**src/rtl/serial_sub_4bit_if.sv**
```systemverilog
// Handshake and data bundle for the bit-serial 4-bit subtractor.
interface serial_sub_4bit_if;
  localparam int unsigned W = 4;

  logic         start;
  logic [W-1:0] a;
  logic [W-1:0] b;
  logic         busy;
  logic         done;
  logic [W-1:0] d;
  logic         bout;

  // Requester side: issues operands and start, observes status and result.
  modport master (
    output start, a, b,
    input  busy, done, d, bout
  );

  // Subtractor side.
  modport slave (
    input  start, a, b,
    output busy, done, d, bout
  );
endinterface

```
**src/rtl/serial_sub_4bit.sv**
```systemverilog
// Bit-serial 4-bit unsigned subtractor: one bit per cycle, LSB first, result after 5 cycles.
module serial_sub_4bit (
  input  logic                   clk,
  input  logic                   rst_n,
  serial_sub_4bit_if.slave       bus
);
  localparam int unsigned W  = 4;
  localparam int unsigned CW = 2;

  typedef enum logic [1:0] {S_IDLE, S_RUN, S_DONE} state_t;

  state_t         r_state;
  state_t         w_state_nxt;
  logic           w_busy_nxt;
  logic           w_done_nxt;

  logic [W-1:0]   r_a;
  logic [W-1:0]   r_b;
  logic [W-1:0]   r_res;
  logic [CW-1:0]  r_cnt;
  logic           r_br;
  logic           r_busy;
  logic           r_done;
  logic [W-1:0]   r_d;
  logic           r_bout;

  logic           w_dbit;
  logic           w_br_nxt;
  logic [W-1:0]   w_res_full;
  logic           w_last;

  // Full-subtractor slice on the current LSBs of the shifting operands.
  assign w_dbit     = r_a[0] ^ r_b[0] ^ r_br;
  assign w_br_nxt   = (~r_a[0] & r_b[0]) | (~(r_a[0] ^ r_b[0]) & r_br);
  assign w_res_full = {w_dbit, r_res[W-1:1]};
  assign w_last     = (r_cnt == CW'(W - 1));

  // State register plus registered status flags.
  always_ff @(posedge clk or negedge rst_n) begin
    if (!rst_n) begin
      r_state <= S_IDLE;
      r_busy  <= 1'b0;
      r_done  <= 1'b0;
    end else begin
      r_state <= w_state_nxt;
      r_busy  <= w_busy_nxt;
      r_done  <= w_done_nxt;
    end
  end

  // Next-state decode; status flags follow the state being entered.
  always_comb begin
    w_state_nxt = r_state;
    w_busy_nxt  = 1'b0;
    w_done_nxt  = 1'b0;
    case (r_state)
      S_IDLE:  if (bus.start) w_state_nxt = S_RUN;
      S_RUN:   if (w_last)    w_state_nxt = S_DONE;
      S_DONE:                 w_state_nxt = S_IDLE;
      default:                w_state_nxt = S_IDLE;
    endcase
    w_busy_nxt = (w_state_nxt == S_RUN);
    w_done_nxt = (w_state_nxt == S_DONE);
  end

  // Operand capture, serial datapath and result/borrow output registers.
  always_ff @(posedge clk or negedge rst_n) begin
    if (!rst_n) begin
      r_a    <= '0;
      r_b    <= '0;
      r_res  <= '0;
      r_cnt  <= '0;
      r_br   <= 1'b0;
      r_d    <= '0;
      r_bout <= 1'b0;
    end else begin
      case (r_state)
        S_IDLE: begin
          if (bus.start) begin
            r_a   <= bus.a;
            r_b   <= bus.b;
            r_br  <= 1'b0;
            r_cnt <= '0;
          end
        end
        S_RUN: begin
          r_a   <= {1'b0, r_a[W-1:1]};
          r_b   <= {1'b0, r_b[W-1:1]};
          r_br  <= w_br_nxt;
          r_res <= w_res_full;
          r_cnt <= r_cnt + CW'(1);
          if (w_last) begin
            r_d    <= w_res_full;
            r_bout <= w_br_nxt;
          end
        end
        default: ;
      endcase
    end
  end

  assign bus.busy = r_busy;
  assign bus.done = r_done;
  assign bus.d    = r_d;
  assign bus.bout = r_bout;
endmodule

```
**src/flat_wrapper.sv**
```systemverilog
// flat-port wrapper written by rule: the top's interface ports become plain ports
module serial_sub_4bit_flat 
  (clk, rst_n, bus_start, bus_a, bus_b, bus_busy, bus_done, bus_d, bus_bout);
  serial_sub_4bit_if bus_i ();
  input  logic clk;
  input  logic rst_n;
  input wire logic [$bits(bus_i.start)-1:0] bus_start;
  input wire logic [$bits(bus_i.a)-1:0] bus_a;
  input wire logic [$bits(bus_i.b)-1:0] bus_b;
  output wire logic [$bits(bus_i.busy)-1:0] bus_busy;
  output wire logic [$bits(bus_i.done)-1:0] bus_done;
  output wire logic [$bits(bus_i.d)-1:0] bus_d;
  output wire logic [$bits(bus_i.bout)-1:0] bus_bout;
  assign bus_i.start = bus_start;
  assign bus_i.a = bus_a;
  assign bus_i.b = bus_b;
  assign bus_busy = bus_i.busy;
  assign bus_done = bus_i.done;
  assign bus_d = bus_i.d;
  assign bus_bout = bus_i.bout;
  serial_sub_4bit u_core (.clk(clk), .rst_n(rst_n), .bus(bus_i));
endmodule
```
**config.mk**
```make
export PLATFORM = sky130hd
export DESIGN_NAME = serial_sub_4bit_flat
export DESIGN_NICKNAME = d
export VERILOG_FILES = /design/src/rtl/serial_sub_4bit_if.sv /design/src/rtl/serial_sub_4bit.sv /design/src/flat_wrapper.sv
export SDC_FILE = /design/constraint.sdc
export NUM_CORES = 1
export LEC_CHECK = 0
export ABC_CLOCK_PERIOD_IN_PS = 1300
export CAP_MARGIN = 20
export CORE_MARGIN = 10
export CORE_UTILIZATION = 40
export DETAILED_ROUTE_END_ITERATION = 6
export GPL_ROUTABILITY_DRIVEN = 0
export HOLD_SLACK_MARGIN = 0.15
export PLACE_DENSITY = 0.66
export RECOVER_POWER = 100
export SLEW_MARGIN = 10
export SYNTH_ARGS = -nofsm -noshare
export SYNTH_HDL_FRONTEND = slang
export SYNTH_SLANG_ARGS = --single-unit
```
**constraint.sdc**
```tcl
create_clock -name clk -period 1.3 [get_ports clk]
set_input_delay 0.13 -clock clk [delete_from_list [all_inputs] [get_ports clk]]
set_output_delay 0.13 -clock clk [all_outputs]
set_load 0.01 [all_outputs]
```
# --- After elaboration in Yosys (flattened, before gate mapping) ---
# Cells that the tools add are included.
# W data, S select, Z words.
word_totals:
  ff_bits: 24
  latchBits: 0
  ram_bits: 0
  mem_bits_ro: 0
  input_bits: 11
  output_inout_bits: 7
  elab_cells: 38
  n_memories: 0
op_classes:
  addsub: 1
  n_mul: 0
  div_mod_pow: 0
  n_lt_le_gt_ge: 0
  n_eq_ne: 5
  n_shift: 0
  n_mux: 11
  bitwise_logic: 7
  n_reduce_logical: 4
op_table:
  columns: ["operator", "n"]
  rows:
  - ["$pmux W4 S2", 2]
  - ["$mux W4", 2]
  - ["$pmux W2 S2", 2]
  - ["$mux W2", 3]
  - ["$eq A2 B1 Y1 const B", 2]
  - ["$eq A2 B2 Y1 const B", 2]
  - ["$reduce_and A2 Y1", 2]
  - ["$add A2 B1 Y2 const B", 1]
  - ["$and A1 B1 Y1", 2]
  - ["$logic_not A2 Y1", 1]
  - ["$ne A2 B2 Y1 const B", 1]
  - ["$not A1 Y1", 2]
  - ["$pmux W1 S2", 1]
  - ["$reduce_bool A2 Y1", 1]
  - ["$xor A1 B1 Y1", 2]
  - ["$mux W1", 1]
  - ["$or A1 B1 Y1", 1]

# --- Logic depth before layout (Yosys ltp) ---
# Gate-level depths: netlist of run 1.
depth:
  word_depth: 5
  ltp_mapped: 3
  depth_no_buf: 3

# --- Worst setup path before layout of run 1 ---
# Ideal clock, no wire load.
synth_timing:
  path_kind: "reg-to-reg"
  startpoint: "register u_core.r_a[0]"
  endpoint: "register u_core.r_res[3]"
  setup_time_ps: 128
  arrival_ps: 1119
  t_required_ps: 1172
  setup_slack_ps: 54
  path_stages_with_launch: 3
  path_buffers: 0
  period_less_slack_ps: 1246
  path_cell_list: "dfrtp_1 -> fa_1 -> mux2_1"
synth_via:
  elab_chain_len: 2
synth_lines:
  columns: ["item", "line_no", "text"]
  rows:
  - ["start, declared", "serial_sub_4bit.sv:17", "logic [W-1:0] r_a;"]
  - ["start signal, assigned", "serial_sub_4bit.sv:80", "r_a <= bus.a;"]
  - ["start signal, assigned", "serial_sub_4bit.sv:87", "r_a <= {1'b0, r_a[W-1:1]};"]
  - ["$xor A1 B1 Y1 (2 in series)", "serial_sub_4bit.sv:33", "assign w_dbit = r_a[0] ^ r_b[0] ^ r_br;"]
  - ["via u_core.w_dbit", "serial_sub_4bit.sv:27", "logic w_dbit;"]
  - ["end signal, assigned", "serial_sub_4bit.sv:90", "r_res <= w_res_full;"]
  - ["end, declared", "serial_sub_4bit.sv:19", "logic [W-1:0] r_res;"]
# The timed path passes the listed nets, and every way through them passes these cells.
# A chain may end at the register's enable or synchronous reset.

# --- Final worst setup path of run 1 ---
layout_timing:
  startpoint: "register u_core.r_a[0]"
  endpoint: "register u_core.r_d[3] (netlist: u_core.bus.d[3])"
layout_via:
  elab_chain_len: 2
layout_lines:
  columns: ["item", "line_no", "text"]
  rows:
  - ["$xor A1 B1 Y1 (2 in series)", "serial_sub_4bit.sv:33", null]
  - ["via u_core.w_dbit", "serial_sub_4bit.sv:27", null]
  - ["end signal, assigned", "serial_sub_4bit.sv:93", "r_d <= w_res_full;"]
  - ["end, declared", "serial_sub_4bit.sv:24", "logic [W-1:0] r_d;"]
# The timed path passes the listed nets, and every way through them passes these cells.

==> impl_results.md, run 1 <==
* Status: complete, but fails checks
* Failing checks: negative setup slack
* Post-Syn Area at 1040 sq um
* Worst min path class: in -> async
* Total Wirelength at 1980 um
* Met2 GRT Util at 0.123
* Maxcap violations at 0
* Drt initial violations at 36
* #FFs+latches synth at 23
* Multiplexer share of the synthesized area at 0.110
* Clock Path Buffers at 2
* Largest family of logic cells by synthesized area: simple AND/OR/NAND/NOR gates
* Synth Area per Inst at 13.8 sq um
* Initial core utilization at 0.418
* WS Path Type: reg -> reg
* Fmax at 758 MHz
* Synth top area cells: dfrtp_1, mux2_4, mux2_1
* Post-Synth Adder-Cell Area at 0.0314
* Initial antenna violation count at 0
* Clk_skew at 0.00724 ns
* Number of flops mapped to enable cells by yosys at 0
* Crit path buffers/inverters at 0
* Largest net degree at the start of global routing at 24
* Hold Slack at 0.319 ns
* Max Fanout on Critical Path at 2
* Nets at 115
* Post-synth top area cell: dfrtp_1
* TritonCTS Buffers at 3
* Via/cell ratio at 5.11
* Hold-fix buffers, CTS at 0
* Worst-Margin Slew at 0.569 ns
* Layout area overhead at 27.2%
* Vias in the first global route at 735
* Cell Pwr Density at 2250 nW/um^2
* Die Span X at 70.9 um
* Dpl hpwl at 1510 um
* Routed WL per cell at 15.1 um
* Slowest library cell on the worst path: fa_1
* Synth Area in Compound Gates at 0.116
* Rows at 18
* Fin crit period at 1.32 ns
* Die area at 5030 sq um
* Post-Synth XOR/XNOR Area at 0
* Distinct cell type count after synthesis at 29
* Mapped Cells at 75
* CTS tree: done
* Met3 usage at 0.0335
* Startpoint types: flop
* Worst EP required at 1.50 ns
* Final worst-path cycle share at 1.02
* # DRC at 0
* First-pass GRT wire length at 3430 um
* Pwr Total at 2960 uW
* Grt total ovfl at 0
* Top FF cell, synth: dfrtp_1
* Synth Net Count at 88
* Fin. Hold Viols at 0
* Post-route cell area at 1320 sq um
* WP data arrival at 1.52 ns
* Top cell type's share of synthesized area at 0.556
* Register area share after synthesis at 0.556
* DRT Pass-1 Iters at 4
* Io pins at 18
* Critical-path cell list: fa_1, mux2_4
* Final setup viols at 2
* Grt peak-use layer: met2
* Ant. Diodes at 0
* Pins Over Slew Limit at 0
* Number of buffers added on ports at 17
* Final worst setup slack at -0.0200 ns
* Htree depth at 1
* Worst skew pair latency at 0.31 ns
* Die Ht at 70.9 um
* Fraction of layout cells with a size suffix above 1 at 0.267
* Placed cell area at 1270 sq um
* Clk root buf: clkbuf_4
* Crit-path leading delay family: adder cells
* Share of synthesized registers carrying an async set or reset at 1.00
* Clock-pin slew on the worst setup and hold paths at 0.13 ns
* Crit path capture type: flop
* Simple-gate portion of the synthesized area at 0.130
* Placeable Area at 2480 sq um
* CTS sink count at 23
* GR Util met1 at 0.102
* Max_slew headroom at 0.621
* Syn. warnings at 0
* Peak supply drop at 1.17 mV
* DRT antenna net count at 0
* DR vias at 670
* Max stage delay on crit path at 0.50 ns
* Pleak at 0.000638 uW
* GRT Util Overall at 0.0817
* RSZ-0062 raised after global routing: true
==> routing by layer <==
| metal | vias to the layer above | wire, um |
|---|---|---|
| met4 | 0 | 12 |
| met1 | 321 | 961 |
| li1 | 329 | - |
| met2 | 18 | 862 |
| met5 | - | 0 |
| met3 | 2 | 143 |
==> cells in the mapped netlist (all sizes together), types with 2 or more instances <==
cell,count
a21oi,2
a221oi,3
buf,3
dfrtp,23
inv,8
mux2,7
mux2i,2
nand2b,3
nor4b,3
o221a,3
or4b,3
==> through the flow <==
stage / std cells / TNS, ns / util / setup slack (ns)
final: 131 / -0.0311 / 0.532 / -0.0200
after global routing: 131 / -0.103 / 0.532 / -0.0482
after CTS: 130 / -0.0679 / 0.524 / -0.0402
after detailed placement: 126 / -0.265 / 0.515 / -0.0574
after global placement: 126 / -0.0369 / 0.515 / -0.0131
after floorplan: 75 / 0 / - / 0.0535
==> what timing repair did <==
action                                 4_1_cts  5_1_grt
gates resized for setup                     10        3
pin swaps                                    1        0
setup endpoints to repair                   10        4
endpoints found under the hold margin        0        0
buffers inserted                             0        1
==> layout make-up <==
class | count | area, sq um
clock buffer | 3 | 22.5
clock inverter | 1 | 5.00
fill | 232 | 1160
inverter | 8 | 30.0
multi-input combinational | 40 | 418
sequential | 23 | 578
tap | 30 | 37.5
timing repair buffer | 26 | 226
==> flip-flops by register name, indices dropped and copies added (netlist names) <==
name and flops:
u_core.bus.bout 1, u_core.bus.busy 1, u_core.bus.d 4, u_core.bus.done 1
u_core.r_a 4, u_core.r_b 4, u_core.r_br 1, u_core.r_cnt 2
u_core.r_res 3, u_core.r_state 2
==> worst reg2reg max path, delay by kind of cell (launching register included) <==
family / cells / cell delay, ns
adder cells (fa/ha/maj): 1 / 0.50
multiplexers: 1 / 0.28
flip-flops: 1 / 0.43
==> cell usage in the layout (no fill, tap or decap), types with 2 or more instances in the layout <==
| cell | n |
|---|---|
| dlygate4sd2_1 | 7 |
| or4b_1 | 3 |
| clkdlybuf4s50_1 | 9 |
| o221a_2 | 3 |
| a21oi_1 | 2 |
| dfrtp_2 | 2 |
| mux2i_1 | 2 |
| inv_1 | 7 |
| clkbuf_4 | 3 |
| mux2_4 | 5 |
| buf_4 | 8 |
| mux2_1 | 2 |
| nand2b_1 | 3 |
| nor4b_2 | 2 |
| a221oi_1 | 3 |
| dfrtp_1 | 21 |
==> power by group <==
group | internal, uW | switching [uW] | leakage, uW | total (uW)
logic | 782 | 574 | 0.000344 | 1360
registers | 1060 | 218 | 0.000276 | 1280
clock network | 115 | 217 | 0.0000177 | 332
==> worst paths after layout <==
kind / startpoint / depth (start not counted) / slack [ns] / endpoint
min in group clk: bus_b[3] / 3 / 0.45 / u_core.r_b[3]$_DFFE_PN0P_
worst max register to register: u_core.r_a[0]$_DFFE_PN0P_ / 2 / -0.02 / u_core.bus.d[3]$_DFFE_PN0P_
worst max-delay path: u_core.r_a[0]$_DFFE_PN0P_ / 2 / -0.02 / u_core.bus.d[3]$_DFFE_PN0P_
worst min-delay path: rst_n / 2 / 0.32 / u_core.bus.d[1]$_DFFE_PN0P_
max in group asynchronous: rst_n / 2 / 0.57 / u_core.r_state[0]$_DFF_PN0_
worst min register to register: u_core.r_b[3]$_DFFE_PN0P_ / 2 / 0.51 / u_core.r_b[3]$_DFFE_PN0P_
==> kinds of logic (layout without fill, tap and decap cells) <==
kind of cell,after synthesis,count (layout)
AOI/OAI and AO/OA,14,14
adders and majority gates,2,2
buffers and inverters,12,38
DFF,23,23
muxes,9,9
and+or+nand+nor,15,15
No activity file was read; power rests on OpenSTA's default activity.
==> run 2, diff against run 1 <==
--- a/config.mk
+++ b/config.mk
@@ -5,15 +5,13 @@
 export SDC_FILE = /design/constraint.sdc
 export NUM_CORES = 1
 export LEC_CHECK = 0
-export ABC_CLOCK_PERIOD_IN_PS = 1300
+export ABC_CLOCK_PERIOD_IN_PS = 1400
 export CAP_MARGIN = 20
 export CORE_MARGIN = 10
 export CORE_UTILIZATION = 40
 export DETAILED_ROUTE_END_ITERATION = 6
 export GPL_ROUTABILITY_DRIVEN = 0
 export HOLD_SLACK_MARGIN = 0.15
-export PLACE_DENSITY = 0.66
-export RECOVER_POWER = 100
 export SLEW_MARGIN = 10
 export SYNTH_ARGS = -nofsm -noshare
 export SYNTH_HDL_FRONTEND = slang
==> constraint.sdc (replaced) <==
create_clock -name clk -period 1.4 [get_ports clk]
set_input_delay 0.14 -clock clk [delete_from_list [all_inputs] [get_ports clk]]
set_output_delay 0.14 -clock clk [all_outputs]
set_load 0.01 [all_outputs]
==> run 2 against run 1 <==
Compared with the run above: the run now ends clean; sequential share of layout area grew 0.84 points; critical path type is now reg -> out; cell area shrank 2.1%; sequential cell count is the same; non-clock buffer count shrank 4; clock-buffer cell count grew 1; core utilization shrank 1.1 points; first-iteration DRC count shrank 25%.
==> impl_results.md, run 2 (synthesis gave the netlist of run 1 again) <==
* Rows at 18 (unchanged)
* Max_slew headroom at 0.790 (+0.169)
* Crit path buffers/inverters at 1 (+1)
* TNS Setup at 0 ns (+0.0311 ns)
* Cell Pwr Density at 2060 nW/um^2 (-8.3%)
* Critical path startpoint: u_core.bus.d[0]$_DFFE_PN0P_
* Peak supply drop at 1.03 mV (-12%)
* Dpl hpwl at 1440 um (-4.8%)
* Fin crit period at 1.34 ns
* Grt total ovfl at 0 (unchanged)
* Status: complete, no violations
* Placeable Area at 2480 sq um (unchanged)
* DRT Pass-1 Iters at 4 (unchanged)
* Htree depth at 1 (unchanged)
* Worst EP required at 1.26 ns (-0.24 ns)
* Clk_skew at 0.00144 ns (-0.00579 ns)
* Max stage delay on crit path at 0.54 ns (+0.04 ns)
* Most frequent cells in the layout: dfrtp_1, clkdlybuf4s50_1, inv_1, buf_4
* Startpoint types: flop
* Total Wirelength at 1900 um (-4.2%)
* Worst min path class: in -> async
* RSZ-0062 raised after global routing: false
* CTS sink count at 23 (unchanged)
* Fmax at 745 MHz
* WP data arrival at 1.20 ns (-0.32 ns)
* Layout area overhead at 24.5%
* Pleak at 0.000635 uW (-0.46%)
* Via/cell ratio at 5.12 (about the same)
* Initial antenna violation count at 0 (unchanged)
* # DRC at 0 (unchanged)
* Crit-path leading delay family: buffers and inverters
* First-pass GRT wire length at 3280 um (-4.4%)
* Maxcap violations at 0 (unchanged)
* Vias in the first global route at 689 (-6.3%)
* Die Ht at 70.9 um (unchanged)
* Clock-pin slew on the worst setup and hold paths at 0.12 ns (about the same)
* Io pins at 18 (unchanged)
* Critical-path cell list: clkdlybuf4s50_1
* Max Fanout on Critical Path at 2 (unchanged)
* Clock Path Buffers at 2 (unchanged)
* Largest net degree at the start of global routing at 24 (unchanged)
* Number of buffers added on ports at 17 (unchanged)
* CTS tree: done
* Ant. Diodes at 0 (unchanged)
* Commonest non-fill, non-tap cell in the layout: dfrtp_1
* Routed WL per cell at 14.9 um (-1.2%)
* Clk root buf: clkbuf_4
* Drt initial violations at 27 (-25%)
* DRT antenna net count at 0 (unchanged)
* Setup bufs post-CTS at 0 (unchanged)
* Pwr Total at 2660 uW (-10%)
* Final setup viols at 0 (-2)
* DR vias at 650 (-3.0%)
* GRT Util Overall at 0.0784 (-0.00336)
* Nets at 111 (-3.5%)
* Initial core utilization at 0.418 (unchanged)
* Fin. Hold Viols at 0 (unchanged)
* Crit path capture type: primary output
* Die Span X at 70.9 um (unchanged)
* Crit Reg-Reg Startpoint: u_core.r_br$_DFFE_PN0P_
* TritonCTS Buffers at 3 (unchanged)
* Die area at 5030 sq um (unchanged)
* Worst skew pair latency at 0.30 ns (about the same)
* Slowest library cell on the worst path: clkdlybuf4s50_1
* Fraction of layout cells with a size suffix above 1 at 0.186 (-0.0818)
* Pins Over Slew Limit at 0 (unchanged)
* WS Path Type: reg -> out
* Final worst-path cycle share at 0.959
* Worst-Margin Slew at 0.311 ns (-0.258 ns)
## run 2: changes by cell type in the layout (fill, tap and decap cells not counted), moves of 2 or more
cell	delta
clkdlybuf4s50_1	+4
dlygate4sd2_1	-7
nor4b_2	-2
nor4b_1	+2
dlymetal6s2s_1	+4
buf_4	-3
## run 2: repair_timing
| action | CTS | global route |
|---|---|---|
| hold buffers | 0 | 0 |
| endpoints found under the setup margin | 0 | 11 |
| gates resized for setup | 0 | 5 |
## run 2: stage by stage
stage	hold slack (ns)	cell area, sq um	instances	util	setup WS (ns)
finish	0.170	1290	127	0.521	0.0572
CTS	0.174	1280	127	0.516	0.0143
global placement	0.485	1250	123	0.506	0.0582
global route	0.177	1290	127	0.521	0.00925
floorplan	-0.156	1040	75	-	0.154
detailed placement	0.476	1250	123	0.506	0.0351
## run 2: final timing paths
path / to / slack (ns) / cells past startpoint
max: bus_d[0] / 0.06 / 1
min: u_core.bus.done$_DFF_PN0_ / 0.17 / 2
max reg2reg: u_core.r_res[3]$_DFFE_PN0N_ / 0.10 / 3
min reg2reg: u_core.r_cnt[0]$_DFFE_PN0P_ / 0.49 / 1
max in group asynchronous: u_core.r_state[0]$_DFF_PN0_ / 0.98 / 2
min in group clk: u_core.r_b[3]$_DFFE_PN0P_ / 0.47 / 3
## run 2: metal layers
layer | share of wire | global-route usage | vias to the layer above
met3 | 0.060 | 0.0321 | 2
met2 | 0.43 | 0.113 | 15
met4 | 0.0069 | 0.0258 | 0
met1 | 0.50 | 0.103 | 315
li1 | - | - | 318
met5 | 0 | 0 | -
## run 2: cell type report
type,count,area (sq um)
Clock buffer,4,26.3
Inverter,8,30.0
Timing Repair Buffer,22,218
Fill cell,236,1190
Tap cell,30,37.5
Sequential cell,23,577
Multi-Input combinational cell,40,402
## run 2: where the power goes
group	internal [uW]	switching, uW
combinational	689	482
sequential	982	210
clock	111	189
total	1780	881
==> run 3, diff against run 2 <==
--- a/config.mk
+++ b/config.mk
@@ -9,6 +9,7 @@
 export CAP_MARGIN = 20
 export CORE_MARGIN = 10
 export CORE_UTILIZATION = 40
+export CTS_CLUSTER_SIZE = 30
 export DETAILED_ROUTE_END_ITERATION = 6
 export GPL_ROUTABILITY_DRIVEN = 0
 export HOLD_SLACK_MARGIN = 0.15
==> results of run 3 <==
Same layout as run 2: the final DEF is identical, and so are final timing and power.
